**config.mk**
```make
export PLATFORM = sky130hd
export DESIGN_NAME = top_ahb_flat
export DESIGN_NICKNAME = d
export VERILOG_FILES = /design/src/rtl/top_ahb_if.sv /design/src/rtl/top_ahb.sv /design/src/flat_wrapper.sv
export SDC_FILE = /design/constraint.sdc
export NUM_CORES = 2
export LEC_CHECK = 0
export CAP_MARGIN = 25
export CORE_AREA = 2 2 441 443
export CTS_CLUSTER_SIZE = 24
export DETAILED_ROUTE_END_ITERATION = 6
export DIE_AREA = 0 0 443 445
export GPL_TIMING_DRIVEN = 0
export PLACE_DENSITY = 0.71
export SETUP_SLACK_MARGIN = 0.3
export SLEW_MARGIN = 20
export SYNTH_ARGS = -nofsm -noshare
export SYNTH_HDL_FRONTEND = slang
export SYNTH_SLANG_ARGS = --single-unit
```
**constraint.sdc**
```tcl
create_clock -name clk -period 5.5 [get_ports clk]
set_clock_uncertainty 0.15 [all_clocks]
set_input_delay 1.1 -clock clk [delete_from_list [all_inputs] [get_ports clk]]
set_output_delay 1.1 -clock clk [all_outputs]
set_load 0.01 [all_outputs]
```
**src/rtl/top_ahb_if.sv**
```systemverilog
// Bus-side signal bundle for top_ahb: master-driven request fields plus the
// registered read data and the latched internal data-phase bus for observation.
interface top_ahb_if;
  logic        enable;
  logic [31:0] in_hwdata;
  logic [31:0] in_haddr;
  logic [2:0]  in_hsize;
  logic [2:0]  in_hburst;
  logic [1:0]  in_hsel;
  logic        in_hwrite;
  logic [1:0]  in_htrans;
  logic [31:0] out_hrdata;

  // Internal bus as seen by the slaves during the data phase.
  logic [31:0] bus_haddr;
  logic [1:0]  bus_hsel;
  logic        bus_hwrite;
  logic [2:0]  bus_hsize;
  logic [2:0]  bus_hburst;
  logic        bus_hready;
  logic        bus_hresp;

  modport master (
    output enable, in_hwdata, in_haddr, in_hsize, in_hburst, in_hsel, in_hwrite, in_htrans,
    input  out_hrdata, bus_haddr, bus_hsel, bus_hwrite, bus_hsize, bus_hburst, bus_hready, bus_hresp
  );

  modport slave (
    input  enable, in_hwdata, in_haddr, in_hsize, in_hburst, in_hsel, in_hwrite, in_htrans,
    output out_hrdata, bus_haddr, bus_hsel, bus_hwrite, bus_hsize, bus_hburst, bus_hready, bus_hresp
  );
endinterface

```
**src/rtl/top_ahb.sv**
```systemverilog
// Single AHB master driving four zero-wait 16x32 memory slaves with pipelined
// address/data phases, burst address generation and a registered read-data mux.
module top_ahb (
  input logic      clk,
  input logic      hresetn,
  top_ahb_if.slave bus
);
  typedef enum logic [1:0] {
    TR_IDLE   = 2'b00,
    TR_BUSY   = 2'b01,
    TR_NONSEQ = 2'b10,
    TR_SEQ    = 2'b11
  } htrans_e;

  localparam logic [2:0] BURST_SINGLE = 3'b000;
  localparam logic [2:0] BURST_WRAP4  = 3'b010;

  logic [31:0] mem [4][16];
  logic [31:0] addr_q;
  logic [31:0] next_addr;
  logic [31:0] rd_word;
  logic [31:0] hrdata_q;
  logic        beat_seen_q;
  logic        dp_valid_q;
  logic        dp_write_q;
  logic [1:0]  dp_sel_q;
  logic [2:0]  dp_size_q;
  logic [2:0]  dp_burst_q;
  logic        addr_active;
  htrans_e     trans;

  always_comb begin
    trans       = htrans_e'(bus.in_htrans);
    addr_active = bus.enable && (trans == TR_NONSEQ || trans == TR_SEQ);
    next_addr   = bus.in_haddr;
    // A SEQ continues from the last active beat; with no prior beat it acts as NONSEQ.
    if (trans == TR_SEQ && beat_seen_q) begin
      case (bus.in_hburst)
        BURST_SINGLE: next_addr = addr_q;
        BURST_WRAP4:  next_addr = {addr_q[31:2], addr_q[1:0] + 2'd1};
        default:      next_addr = addr_q + 32'd1;
      endcase
    end
    rd_word = mem[dp_sel_q][addr_q[3:0]];
  end

  // NOTE: the memory is built from resettable flops because every word must read
  // as zero after reset; an SRAM macro could not be cleared in one cycle.
  always_ff @(posedge clk) begin
    if (hresetn) begin
      for (int s = 0; s < 4; s++) begin
        for (int w = 0; w < 16; w++) begin
          mem[s][w] <= '0;
        end
      end
      hrdata_q    <= '0;
      addr_q      <= '0;
      beat_seen_q <= 1'b0;
      dp_valid_q  <= 1'b0;
      dp_write_q  <= 1'b0;
      dp_sel_q    <= '0;
      dp_size_q   <= '0;
      dp_burst_q  <= '0;
    end else begin
      // NOTE: non-blocking updates let the data phase use the old addr_q while
      // the overlapping address phase loads the next one on the same edge.
      if (dp_valid_q) begin
        if (dp_write_q) mem[dp_sel_q][addr_q[3:0]] <= bus.in_hwdata;
        else            hrdata_q                   <= rd_word;
      end
      dp_valid_q <= addr_active;
      if (addr_active) begin
        addr_q      <= next_addr;
        beat_seen_q <= 1'b1;
        dp_write_q  <= bus.in_hwrite;
        dp_sel_q    <= bus.in_hsel;
        dp_size_q   <= bus.in_hsize;
        dp_burst_q  <= bus.in_hburst;
      end
    end
  end

  assign bus.out_hrdata = hrdata_q;
  assign bus.bus_haddr  = addr_q;
  assign bus.bus_hsel   = dp_sel_q;
  assign bus.bus_hwrite = dp_write_q;
  assign bus.bus_hsize  = dp_size_q;
  assign bus.bus_hburst = dp_burst_q;
  assign bus.bus_hready = 1'b1;
  assign bus.bus_hresp  = 1'b0;
endmodule

```
**src/flat_wrapper.sv**
```systemverilog
// flat-port wrapper written by rule: the top's interface ports become plain ports
module top_ahb_flat 
  (clk, hresetn, bus_enable, bus_in_hwdata, bus_in_haddr, bus_in_hsize, bus_in_hburst, bus_in_hsel, bus_in_hwrite, bus_in_htrans, bus_out_hrdata, bus_bus_haddr, bus_bus_hsel, bus_bus_hwrite, bus_bus_hsize, bus_bus_hburst, bus_bus_hready, bus_bus_hresp);
  top_ahb_if bus_i ();
  input logic clk;
  input logic hresetn;
  input wire logic [$bits(bus_i.enable)-1:0] bus_enable;
  input wire logic [$bits(bus_i.in_hwdata)-1:0] bus_in_hwdata;
  input wire logic [$bits(bus_i.in_haddr)-1:0] bus_in_haddr;
  input wire logic [$bits(bus_i.in_hsize)-1:0] bus_in_hsize;
  input wire logic [$bits(bus_i.in_hburst)-1:0] bus_in_hburst;
  input wire logic [$bits(bus_i.in_hsel)-1:0] bus_in_hsel;
  input wire logic [$bits(bus_i.in_hwrite)-1:0] bus_in_hwrite;
  input wire logic [$bits(bus_i.in_htrans)-1:0] bus_in_htrans;
  output wire logic [$bits(bus_i.out_hrdata)-1:0] bus_out_hrdata;
  output wire logic [$bits(bus_i.bus_haddr)-1:0] bus_bus_haddr;
  output wire logic [$bits(bus_i.bus_hsel)-1:0] bus_bus_hsel;
  output wire logic [$bits(bus_i.bus_hwrite)-1:0] bus_bus_hwrite;
  output wire logic [$bits(bus_i.bus_hsize)-1:0] bus_bus_hsize;
  output wire logic [$bits(bus_i.bus_hburst)-1:0] bus_bus_hburst;
  output wire logic [$bits(bus_i.bus_hready)-1:0] bus_bus_hready;
  output wire logic [$bits(bus_i.bus_hresp)-1:0] bus_bus_hresp;
  assign bus_i.enable = bus_enable;
  assign bus_i.in_hwdata = bus_in_hwdata;
  assign bus_i.in_haddr = bus_in_haddr;
  assign bus_i.in_hsize = bus_in_hsize;
  assign bus_i.in_hburst = bus_in_hburst;
  assign bus_i.in_hsel = bus_in_hsel;
  assign bus_i.in_hwrite = bus_in_hwrite;
  assign bus_i.in_htrans = bus_in_htrans;
  assign bus_out_hrdata = bus_i.out_hrdata;
  assign bus_bus_haddr = bus_i.bus_haddr;
  assign bus_bus_hsel = bus_i.bus_hsel;
  assign bus_bus_hwrite = bus_i.bus_hwrite;
  assign bus_bus_hsize = bus_i.bus_hsize;
  assign bus_bus_hburst = bus_i.bus_hburst;
  assign bus_bus_hready = bus_i.bus_hready;
  assign bus_bus_hresp = bus_i.bus_hresp;
  top_ahb u_core (.clk(clk), .hresetn(hresetn), .bus(bus_i));
endmodule
```
# Yosys cells after proc, flatten, opt, wreduce, memory -nomap -nowiden
# Memories as Yosys holds them, arrays and structs flattened. A register that Yosys moved wholly into a read port is not among the register bits.
# Index checks and enable logic that the tools add are counted.
# classes
n_mux	18
order_cmp	2
bitwise	2
n_reduce_logical	9
eq_ne	5
n_addsub	2
# op_table
cell	count
512-bit 2-to-1 mux	3
512-bit OR reduction	1
32-bit binary-select mux with 4-bit select	1
32-bit demux with 4-bit select	1
32-bit 2-to-1 mux	4
32-bit case mux with 2 select lines	1
32-bit by 1-bit adder with 32-bit output, second input constant	1
2-bit 2-to-1 mux	3
5-bit >= comparator, second input constant	1
5-bit by 1-bit < comparator with 1-bit output, second input constant	1
1-bit 2-to-1 mux	5
4-bit inverter with 5-bit output	1
2-bit equality test, second input constant	2
2-bit inequality test, second input constant	2
2-bit AND reduction	2
3-bit by 2-bit equality test with 1-bit output, second input constant	1
1-bit logical AND	3
3-bit logical NOT	1
3-bit AND reduction	1
2-bit by 1-bit adder with 2-bit output, second input constant	1
1-bit logical OR	1
1-bit inverter	1
# totals
memories	1
out_inout_bits	75
reg_bits	75
ram_bits	2048
# memory_table
memory	words	word_bits	rd	rd_clocked_by_memory_dff	wr	line_no	source
u_core.mem	4	512	1	1	4	top_ahb.sv:18	logic [31:0] mem [4][16];

# Longest topological paths before layout
# depth
ltp_word	8
depth_mapped	10

# Worst setup path after synthesis
# No wires, ideal clock.
# synth_path
kind	input port to flip-flop
startpoint	in hresetn
endpoint	mem u_core.mem[0][384] in the netlist's numbering (enable)
setup_slack_ns	0.923
arrival_time_ns	3.961
setup_time_ns	0.466
path_stages	4
required_ns	4.884
path_cell_list	and3b_1 and2_1 nand2_1 o21ai_0
# synth_rtl
element	line_no	source
from (decl)	flat_wrapper.sv:6	input logic hresetn;
to (decl)	top_ahb.sv:18	

==> results.tsv <==
stage	metric	value	unit
clock_network	Clock transition at path regs	60	ps
worst_setup_path	Crit-path slowest cell	inv_1	
worst_setup_path	WS Path Type	in2reg	
worst_setup_path	Worst path top cell family by delay	buffers and inverters	
worst_hold_path	hold crit path type	reg2reg	
worst_setup_path	CP arrival	5690	ps
placement	I/O Buffers	118	
sta	fmax	191.6	MHz
worst_setup_path	Critical Path End Type	flop	
flow_run	Max-cap violations	0	
placement	Placed Instance Area	0.1046	mm2
worst_setup_path	critical path depth in cells	9	
power_and_ir_drop	Leak	39.34	nW
worst_setup_path	CP bufs+invs	8	
worst_hold_path	worst hold stages	2	
clock_network	TritonCTS clock tree	built	
global_route	Total GRT Usage	40.82	%
worst_setup_path	CP Data Required Time	5970	ps
die	die width	443	um
synth	yosys warns	0	
die	row count	161	
clock_network	hold buffer count at CTS	0	
die	Core Footprint	0.1920	mm2
synth	Unique masters post-synth	71	
synth	Synth area leader	edfxtp_1	
synth	count leader, synth	and2_1	
clock_network	Root Driver	clkbuf_16	
synth	post-synthesis sequential area ratio	65.74	%
global_route	number of global-route vias before repair	63227	
route	DRT Wirelength	407.0	mm
placement	dpl hpwl	296.2	mm
route	Routed Antenna Nets	0	
clock_network	post-CTS setup buffer count	0	
sta	final hold vios	0	
route	wire per inst	42.24	um
worst_setup_path	Worst Reg2Reg Path Length in Cells	9	
synth	top post-synthesis cells by area	edfxtp_1 64%, and2_1 13%, mux4_2 12%	
power_and_ir_drop	maximum vdd drop	0.3033	mV
synth	cells after synthesis	6389	
layout	Finished Cell Area	0.1115	mm2
synth	Synth top area share	64.13	%
sta	unrepaired setup endpoints after global routing	false	
route	DRT iter0 DRCs	13869	
outcome	status	finished, violations left	
power_and_ir_drop	power density cells	324.7	mW/mm2
worst_setup_path	worst stage delay on the critical path	850	ps
sta	Setup Viol. Count Final	0	
global_route	initial antenna violation count	33	
global_route	global-route wire length before repair	536.2	mm
clock_network	Inserted Clock Buffers	211	
synth	Commonest cells post-synth	2063 x and2_1, 2048 x edfxtp_1, 510 x clkbuf_1	
layout	fin util	58.10	%
worst_setup_path	CP max FO	14	
worst_setup_path	startpoint types	input port	
synth	synthesized area	0.09590	mm2
clock_network	htree depth	4	
synth	synthesized flop and latch total	2125	
sta	WHS	307.3	ps
route	DRT Pass-1 Iters	7	
sta	Worst Max-Slew Pin Slew	1336	ps
route	drt via density	6.893	
die	starting density of the core	49.95	%
worst_setup_path	Cell Chain, Critical Path	clkdlybuf4s50_1, inv_1, clkbuf_1, clkbuf_1, buf_8, clkbuf_2, o21ai_4, buf_16, buf_16	
layout	Final #Nets	6954	
sta	Pins Over Slew Limit	0	
synth	Post-synth EDFFs	2048	
clock_network	Worst-Skew Late Latency	890	ps
clock_network	TritonCTS sink count	2125	
synth	synthesized net count	6471	
clock_network	CTS max path bufs	3	
synth	Async SR Flop Fraction	0	%
global_route	largest net degree at the start of global routing	21	
outcome	failing checks	design-rule violations	
die	chip height	445	um
clock_network	post-CTS sizing	0	
die	Ports	153	
synth	Mean Syn Cell Area	15.01	um2
synth	main flop type after synthesis	edfxtp_1	
sta	Final min period	5220	ps
sta	Max-slew headroom	10.93	%
global_route	GRT overflow	0	
sta	Final Cycle Share	94.91	%
die	Die ar.	0.1971	mm2
layout	fraction of layout cells with a size suffix above 1	17.25	%
route	routed vias	66422	
placement	Routability Congestion	1.097	
route	DRC violations left	14	
layout	area delta synth->final	16.32	%
cells by family (layout without fill, tap and decap cells):
logic type	after synthesis	after routing	share of synthesized area, %
multiplexers	530	530	11.99
buffers and inverters	665	1327	2.746
other	2	61	0.007831
flip-flops	2125	2125	65.74
AND/OR/NAND/NOR	2560	2560	15.87
adder cells (fa/ha/maj)	4	4	0.05219
AO/OA/AOI/OAI	503	503	3.595
cell usage in the layout, fill, tap and decap left out, drive strengths merged, types with 10 or more instances in the layout:
cell type / n
a211oi: 26
a21oi: 61
a221oi: 13
a22o: 28
a22oi: 63
a311o: 19
a31oi: 15
and2: 2063
buf: 295
bufinv: 15
clkbuf: 803
clkdlybuf4s50: 118
clkinv: 84
dfxtp: 77
diode: 59
edfxtp: 2048
inv: 11
mux2: 32
mux4: 492
nand2: 221
nand3: 32
nand4: 28
nor2: 116
nor2b: 11
nor3: 21
nor4: 11
o211ai: 10
o21ai: 98
o22ai: 87
o32ai: 21
or4: 22
through the flow:
step	setup TNS [ps]	power (mW)	instances	worst slack, ps
5_1_grt	0	36.57	9582	485.5
4_1_cts	0	35.81	9572	724.6
6_report	0	36.22	9636	280.0
3_5_place_dp	-10450	21.80	9180	-173.0
3_3_place_gp	-6285980	21.53	9033	-3952
2_1_floorplan	0	19.98	6389	923.1
area by class of cell:
| class | count | area [um2] |
|---|---|---|
| Clock buffer | 289 | 5801 |
| Tap cell | 2526 | 3161 |
| Inverter | 8 | 30.03 |
| Multi-Input combinational cell | 3599 | 31010 |
| Buffer | 657 | 2709 |
| Antenna cell | 59 | 147.6 |
| Timing Repair Buffer | 270 | 4720 |
| Fill cell | 14644 | 80430 |
| Sequential cell | 2125 | 63040 |
| Clock inverter | 103 | 928.4 |
layer usage:
metal | wire (um) | share of wire, % | global-route usage, % | vias to the layer above
met1 | 126800 | 31 | 48.16 | 33070
met3 | 68790 | 17 | 18.13 | 1681
met5 | 452 | 0.11 | 0.9035 | -
met2 | 169000 | 42 | 57.51 | 6969
li1 | - | - | - | 24676
met4 | 42030 | 10 | 33.44 | 26
power breakdown:
group          switching [mW]  internal (mW)  leakage [nW]
Combinational            2.28          0.984          14.3
Clock                    6.48           8.05          3.29
Sequential              0.208           18.2          21.8
Total                    8.97           27.3          39.3
worst paths after layout:
kind                                        startpoint                              endpoint  slack, ps
setup / recovery                               hresetn      u_core.mem[2][188]$_SDFFCE_PN0P_        280
hold / removal    u_core.bus.bus_hsize[0]$_SDFFE_PP0P_  u_core.bus.bus_hsize[0]$_SDFFE_PP0P_        310
setup reg to reg  u_core.bus.bus_haddr[0]$_SDFFE_PP0P_       u_core.mem[3][40]$_SDFFCE_PN0P_        480
hold reg to reg   u_core.bus.bus_hsize[0]$_SDFFE_PP0P_  u_core.bus.bus_hsize[0]$_SDFFE_PP0P_        310
registers in the layout (all words and copies together) (netlist names), named ones only:
name                   flops
u_core.beat_seen_q         1
u_core.bus.bus_haddr      32
u_core.bus.bus_hburst      3
u_core.bus.bus_hsel        2
u_core.bus.bus_hsize       3
u_core.bus.bus_hwrite      1
u_core.bus.out_hrdata     32
u_core.dp_valid_q          1
u_core.mem              2048
tightest hold or removal path, delay by kind of cell (launching register included):
family             cells  cell delay [ps]
and+or+nand+nor        1               50
AOI/OAI and AO/OA      1               50
DFF                    1              310
Power figures use the tool's default switching activity.
